<file path="src/rtl/if_prefetch_queue.sv">
// if_prefetch_queue: instruction-fetch front end ahead of IF/ID.
// Owns the fetch PC, keeps at most one imem request outstanding, and buffers
// returned words with their PC+4 in a DEPTH-entry FIFO whose head drives IF/ID.
// Optional build macro IF_PREFETCH_PERF_EN adds saturating bubble/flush counters.

module if_prefetch_queue #(
    parameter int          DEPTH    = 4,
    parameter logic [31:0] RESET_PC = 32'h0000_0000
) (
    input  logic        clk,
    input  logic        rst_n,
    input  logic        redirect_valid,
    input  logic [31:0] redirect_pc,
    input  logic        hold,
    output logic        imem_req,
    output logic [31:0] imem_addr,
    input  logic        imem_ack,
    input  logic [31:0] imem_rdata,
    output logic        inst_valid,
    output logic [31:0] inst_out,
    output logic [31:0] inst_pc_plus_four
`ifdef IF_PREFETCH_PERF_EN
    ,
    output logic [31:0] perf_bubble_cnt,
    output logic [15:0] perf_flush_cnt
`endif
);

    localparam int          CW      = (DEPTH > 1) ? $clog2(DEPTH) : 1;
    localparam logic [CW:0] DEPTH_C = (CW+1)'(DEPTH);

    // IDLE: nothing outstanding; WAIT: live request; DROP: request whose data is stale
    typedef enum logic [1:0] {S_IDLE, S_WAIT, S_DROP} state_t;

    state_t        r_state, w_state_nxt;
    logic [31:0]   r_fetch_pc;
    logic [31:0]   r_addr;
    logic          r_req;
    logic [31:0]   r_mem_inst [DEPTH];
    logic [31:0]   r_mem_pc4  [DEPTH];
    logic [CW-1:0] r_rptr, r_wptr;
    logic [CW:0]   r_count, w_count_nxt;
    logic          w_push, w_pop, w_issue, w_cont;
    logic [31:0]   w_pc_plus4, w_redir_pc;

    assign w_pc_plus4  = r_fetch_pc + 32'd4;        // wraps modulo 2^32
    assign w_redir_pc  = redirect_pc & ~32'd3;      // targets are word aligned
    assign inst_valid  = (r_count != '0);
    // Redirect flushes everything, so it suppresses both the push and the pop.
    assign w_push      = (r_state == S_WAIT) && imem_ack && !redirect_valid;
    assign w_pop       = inst_valid && !hold && !redirect_valid;
    assign w_count_nxt = r_count + {{CW{1'b0}}, w_push} - {{CW{1'b0}}, w_pop};

    assign imem_req          = r_req;
    assign imem_addr         = r_addr;
    assign inst_out          = inst_valid ? r_mem_inst[r_rptr] : 32'h0;
    assign inst_pc_plus_four = inst_valid ? r_mem_pc4[r_rptr]  : 32'h0;

    // FSM state register
    always_ff @(posedge clk or negedge rst_n) begin
        if (!rst_n) r_state <= S_IDLE;
        else        r_state <= w_state_nxt;
    end

    // Next state; a new request is issued only when the FIFO can hold its data
    always_comb begin
        w_state_nxt = r_state;
        w_issue     = 1'b0;
        w_cont      = 1'b0;
        case (r_state)
            S_IDLE: begin
                if (!redirect_valid && (r_count < DEPTH_C)) begin
                    w_issue     = 1'b1;
                    w_state_nxt = S_WAIT;
                end
            end
            S_WAIT: begin
                if (redirect_valid) begin
                    w_state_nxt = imem_ack ? S_IDLE : S_DROP;
                end else if (imem_ack) begin
                    // Chain the next request only if its data is guaranteed a slot.
                    if (w_count_nxt < DEPTH_C) w_cont = 1'b1;
                    else                       w_state_nxt = S_IDLE;
                end
            end
            S_DROP: begin
                if (imem_ack) w_state_nxt = S_IDLE;
            end
            default: w_state_nxt = S_IDLE;
        endcase
    end

    // Fetch PC and the request port; address is only updated when a request starts
    always_ff @(posedge clk or negedge rst_n) begin
        if (!rst_n) begin
            r_fetch_pc <= RESET_PC;
            r_addr     <= RESET_PC;
            r_req      <= 1'b0;
        end else begin
            r_req <= (w_state_nxt != S_IDLE);
            if (redirect_valid) r_fetch_pc <= w_redir_pc;
            else if (w_push)    r_fetch_pc <= w_pc_plus4;
            if (w_issue)        r_addr <= r_fetch_pc;
            else if (w_cont)    r_addr <= w_pc_plus4;
        end
    end

    // FIFO pointers and occupancy; redirect empties the queue
    always_ff @(posedge clk or negedge rst_n) begin
        if (!rst_n) begin
            r_rptr  <= '0;
            r_wptr  <= '0;
            r_count <= '0;
        end else if (redirect_valid) begin
            r_rptr  <= '0;
            r_wptr  <= '0;
            r_count <= '0;
        end else begin
            if (w_push) r_wptr <= r_wptr + 1'b1;
            if (w_pop)  r_rptr <= r_rptr + 1'b1;
            r_count <= w_count_nxt;
        end
    end

    // FIFO storage; contents are don't-care while the slot is not counted
    always_ff @(posedge clk) begin
        if (w_push) begin
            r_mem_inst[r_wptr] <= imem_rdata;
            r_mem_pc4[r_wptr]  <= w_pc_plus4;
        end
    end

`ifdef IF_PREFETCH_PERF_EN
    // Saturating bubble and flush counters
    always_ff @(posedge clk or negedge rst_n) begin
        if (!rst_n) begin
            perf_bubble_cnt <= '0;
            perf_flush_cnt  <= '0;
        end else begin
            if (!inst_valid && !hold && (perf_bubble_cnt != '1))
                perf_bubble_cnt <= perf_bubble_cnt + 32'd1;
            if (redirect_valid && (perf_flush_cnt != '1))
                perf_flush_cnt <= perf_flush_cnt + 16'd1;
        end
    end
`else
    // Performance counters compiled out.
`endif

endmodule

</file>
<file path="config.mk">
export PLATFORM = sky130hd
export DESIGN_NAME = if_prefetch_queue
export DESIGN_NICKNAME = d
export VERILOG_FILES = /design/src/rtl/if_prefetch_queue.sv
export SDC_FILE = /design/constraint.sdc
export NUM_CORES = 1
export LEC_CHECK = 0
export ABC_AREA = 1
export BUFFER_PORTS_ARGS = -buffer_cell sky130_fd_sc_hd__clkbuf_2
export CORE_UTILIZATION = 40
export DETAILED_ROUTE_END_ITERATION = 6
export PLACE_DENSITY = 0.61
export SLEW_MARGIN = 25
export SYNTH_ARGS = -nofsm -noshare
export SYNTH_HDL_FRONTEND = slang
export SYNTH_SLANG_ARGS = --single-unit
</file>
<file path="constraint.sdc">
create_clock -name clk -period 3.8 [get_ports clk]
set_clock_uncertainty 0.15 [all_clocks]
set_input_delay 0.57 -clock clk [delete_from_list [all_inputs] [get_ports clk]]
set_output_delay 0.57 -clock clk [all_outputs]
set_load 0.01 [all_outputs]
</file>
==> run_results.csv <==
group,metric,value,unit
status,status,"complete, no violations",
floorplanning,fp.coreArea,33800,um2
pwr,power.density,667,nW/um2
pwr,power.static_leakage,6.57,nW
timing,period_needed,3300,ps
floorplanning,pin_count,167,
route,detail_route.vias_per_cell,5.01,
grt,grt_usage,19.8,%
synthesis,ys.flop_type,"edfxtp_1",
grt,grt_pass1_wl,54400,um
grt,grt_max_degree,71,
clock_tree,cts_inserted_buffers,35,
timing,setup_viol,0,
timing,fin_ws,502,ps
synthesis,yosysUniqueCellTypes,35,
route,ant_nets,0,
clock_tree,cts_tree,"built",
grt,antenna_found_initial,0,
critical_path,reg2reg_to,"imem_addr[15]",
timing,fin_crit_sh,86.8,%
final_layout,diodes,0,
synthesis,async_flop_share,22.0,%
critical_path,r2r_slack,610,ps
timing,max_freq,303,MHz
route,drc_errors,0,
critical_path,end_kind,"primary output",
route,wirelength,34800,um
placed_design,dp_hpwl,21100,um
floorplanning,die_w,188,um
route,dr_total_vias,10044,
timing,hold_slack,35.9,ps
clock_tree,clock_latency,510,ps
synthesis,yosysSeqAreaShare,66.4,%
synthesis,synth_edf_count,248,
critical_path,cp-start-kind,"flop",
critical_path,regToRegStartpoint,"r_state[1]",
floorplanning,dieArea,35400,um2
synthesis,ys_warn_count,0,
final_layout,nets,1606,
timing,slew_violations,0,
grt,grt_pass1_vias,9821,
clock_tree,hold_buffers,0,
placed_design,place_ws,370,ps
final_layout,drive_gt1_share,16.8,%
critical_path,slowest_delay,640,ps
floorplanning,die_h,188,um
timing,slew-limit-headroom,38.9,%
clock_tree,post_cts_buffers,0,
synthesis,syn_area,13800,um2
clock_tree,clk_pin_slew,60,ps
clock_tree,cts_root_buffer,"clkbuf_16",
critical_path,crit_path_cell_trace,"buf_4, nor2_1, nor2_1, o21ai_0, a21oi_1, clkbuf_2",
final_layout,num-fill-cells,3086,
route,dr.pass1.iters,6,
critical_path,cp_slowest_cell,"dfrtp_4",
route,drtIter0Drc,711,
timing,hold_viol_final,0,
synthesis,syn_area_per_cell,10.0,um2
critical_path,worstPathMaxFanout,50,
hold_path,hold_path_class,"in -> async",
synthesis,postSynthCellCount,1379,
critical_path,crit_required,3080,ps
synthesis,ys_ff_latch,318,
clock_tree,cts-htree-levels,2,
final_layout,area_growth,17.6,%
pwr,ir_drop,0.441,mV
clock_tree,cts_sinks,318,
route,wire_per_inst,17.4,um
critical_path,criticalPathCategory,"reg -> out",
critical_path,critPathMostFrequentCell,"nor2_1",
critical_path,reg2reg_depth,14,
clock_tree,cts_max_path_buffers,3,
flow_run,cap_violations,0,
timing,worst_pin_slew,916,ps
floorplanning,std_cell_rows,67,
clock_tree,cts_resized,0,
critical_path,arrival,2580,ps
placed_design,routabilityCongestion,0.932,
grt,grt-ovfl-total,0,
placed_design,port_buffers,160,
floorplanning,start_util,41.0,%
timing,rsz0062_at_grt,"no",
-- how the worst max path moves through the flow --
stage / cells after the start / endpoint / start
after CTS: 6 / inst_pc_plus_four[19] / r_rptr[0]
after floorplan: 4 / r_mem_inst[0][0] / redirect_valid
after global routing: 6 / inst_pc_plus_four[18] / r_rptr[0]
final: 6 / inst_pc_plus_four[18] / r_rptr[0]
after detailed placement: 14 / imem_addr[21] / imem_ack
after global placement: 14 / imem_addr[15] / imem_ack
-- flip-flops by register name (all words and copies together), names as in the netlist --
| register | cells |
|---|---|
| r_count | 3 |
| r_mem_inst | 128 |
| imem_addr | 30 |
| r_fetch_pc | 30 |
| r_mem_pc4 | 120 |
| r_rptr | 2 |
| r_wptr | 2 |
| imem_req | 1 |
| r_state | 2 |
-- metrics by stage --
step | utilization, % | instance area [um2] | power (mW) | instances | setup TNS, ps
final | 48.2 | 16300 | 10.9 | 2003 | 0
after global routing | 48.2 | 16300 | 11.5 | 2003 | 0
after CTS | 48.2 | 16300 | 11.0 | 2003 | 0
after detailed placement | 44.9 | 15200 | 7.67 | 1940 | 0
after global placement | 44.9 | 15200 | 7.61 | 1940 | 0
after floorplan | - | 13900 | 6.38 | 1382 | -116820
-- cell usage after synthesis (3+ instances only) --
master / n / area share [%]
xor2_1: 5 / 0.32
dfrtp_1: 70 / 13
nand2_2: 3 / 0.14
edfxtp_1: 248 / 54
o21ai_0: 150 / 5.4
inv_2: 7 / 0.19
nand2_1: 293 / 7.9
nor2_2: 6 / 0.27
clkbuf_1: 42 / 1.1
nand3_1: 59 / 2.1
buf_1: 4 / 0.11
o211ai_1: 3 / 0.16
inv_1: 77 / 2.1
ha_1: 7 / 0.63
buf_2: 13 / 0.47
nor2_1: 293 / 7.9
buf_4: 9 / 0.49
xnor2_1: 5 / 0.32
a21oi_1: 66 / 2.4
-- cell usage in the layout (no fill, tap or decap), drive strengths merged --
cell type	netlist	layout
nor2	301	301
nand2	297	297
edfxtp	248	248
clkbuf	42	204
o21ai	150	150
inv	85	85
dfrtp	70	70
a21oi	66	66
nand3	60	60
buf	27	20
clkinv	0	15
ha	7	7
xor2	6	6
xnor2	5	5
conb	1	4
o211ai	3	3
and2	2	2
a22o	2	2
bufinv	0	2
nand4	2	2
nor3	2	2
nand3b	1	1
a22oi	1	1
fa	1	1
clkinvlp	0	1
-- layout make-up --
cell class,count,area (um2),share of cell area [%]
clock inverter,18,140,0.861
multi-input combinational,910,4060,24.9
sequential,318,9200,56.5
clock buffer,45,976,5.99
tap,448,561,3.44
inverter,85,322,1.98
timing repair buffer,179,1020,6.27
-- where the power goes --
group	total, mW	leakage (nW)	switching, mW	internal [mW]
Clock	3.29	0.553	1.34	1.95
Combinational	3.12	2.90	2.16	0.958
Sequential	4.45	3.12	0.266	4.18
-- routing by layer --
metal / track usage, % / vias up / wire length [um]
li1: - / 4889 / -
met1: 26.6 / 4777 / 15500
met2: 33.4 / 328 / 16400
met3: 2.94 / 50 / 2170
met4: 5.47 / 0 / 770
met5: 0 / - / 0
-- cell families after synthesis --
logic type,count (synthesis),share of synthesized area (%)
and+or+nand+nor,665,19.2
DFF,318,66.4
AOI/OAI and AO/OA,222,8.15
buffers and inverters,154,4.61
xor gates and xnor gates,11,0.750
adders and majority gates,8,0.777
other,1,0.0271
-- worst max-delay path: cells and delay by family (launching register included) --
kind	cells	cell delay [ps]
flops	1	640
buf+inv	2	750
simple gates	2	190
compound gates	2	440
(Power assumes the default switching activity.)
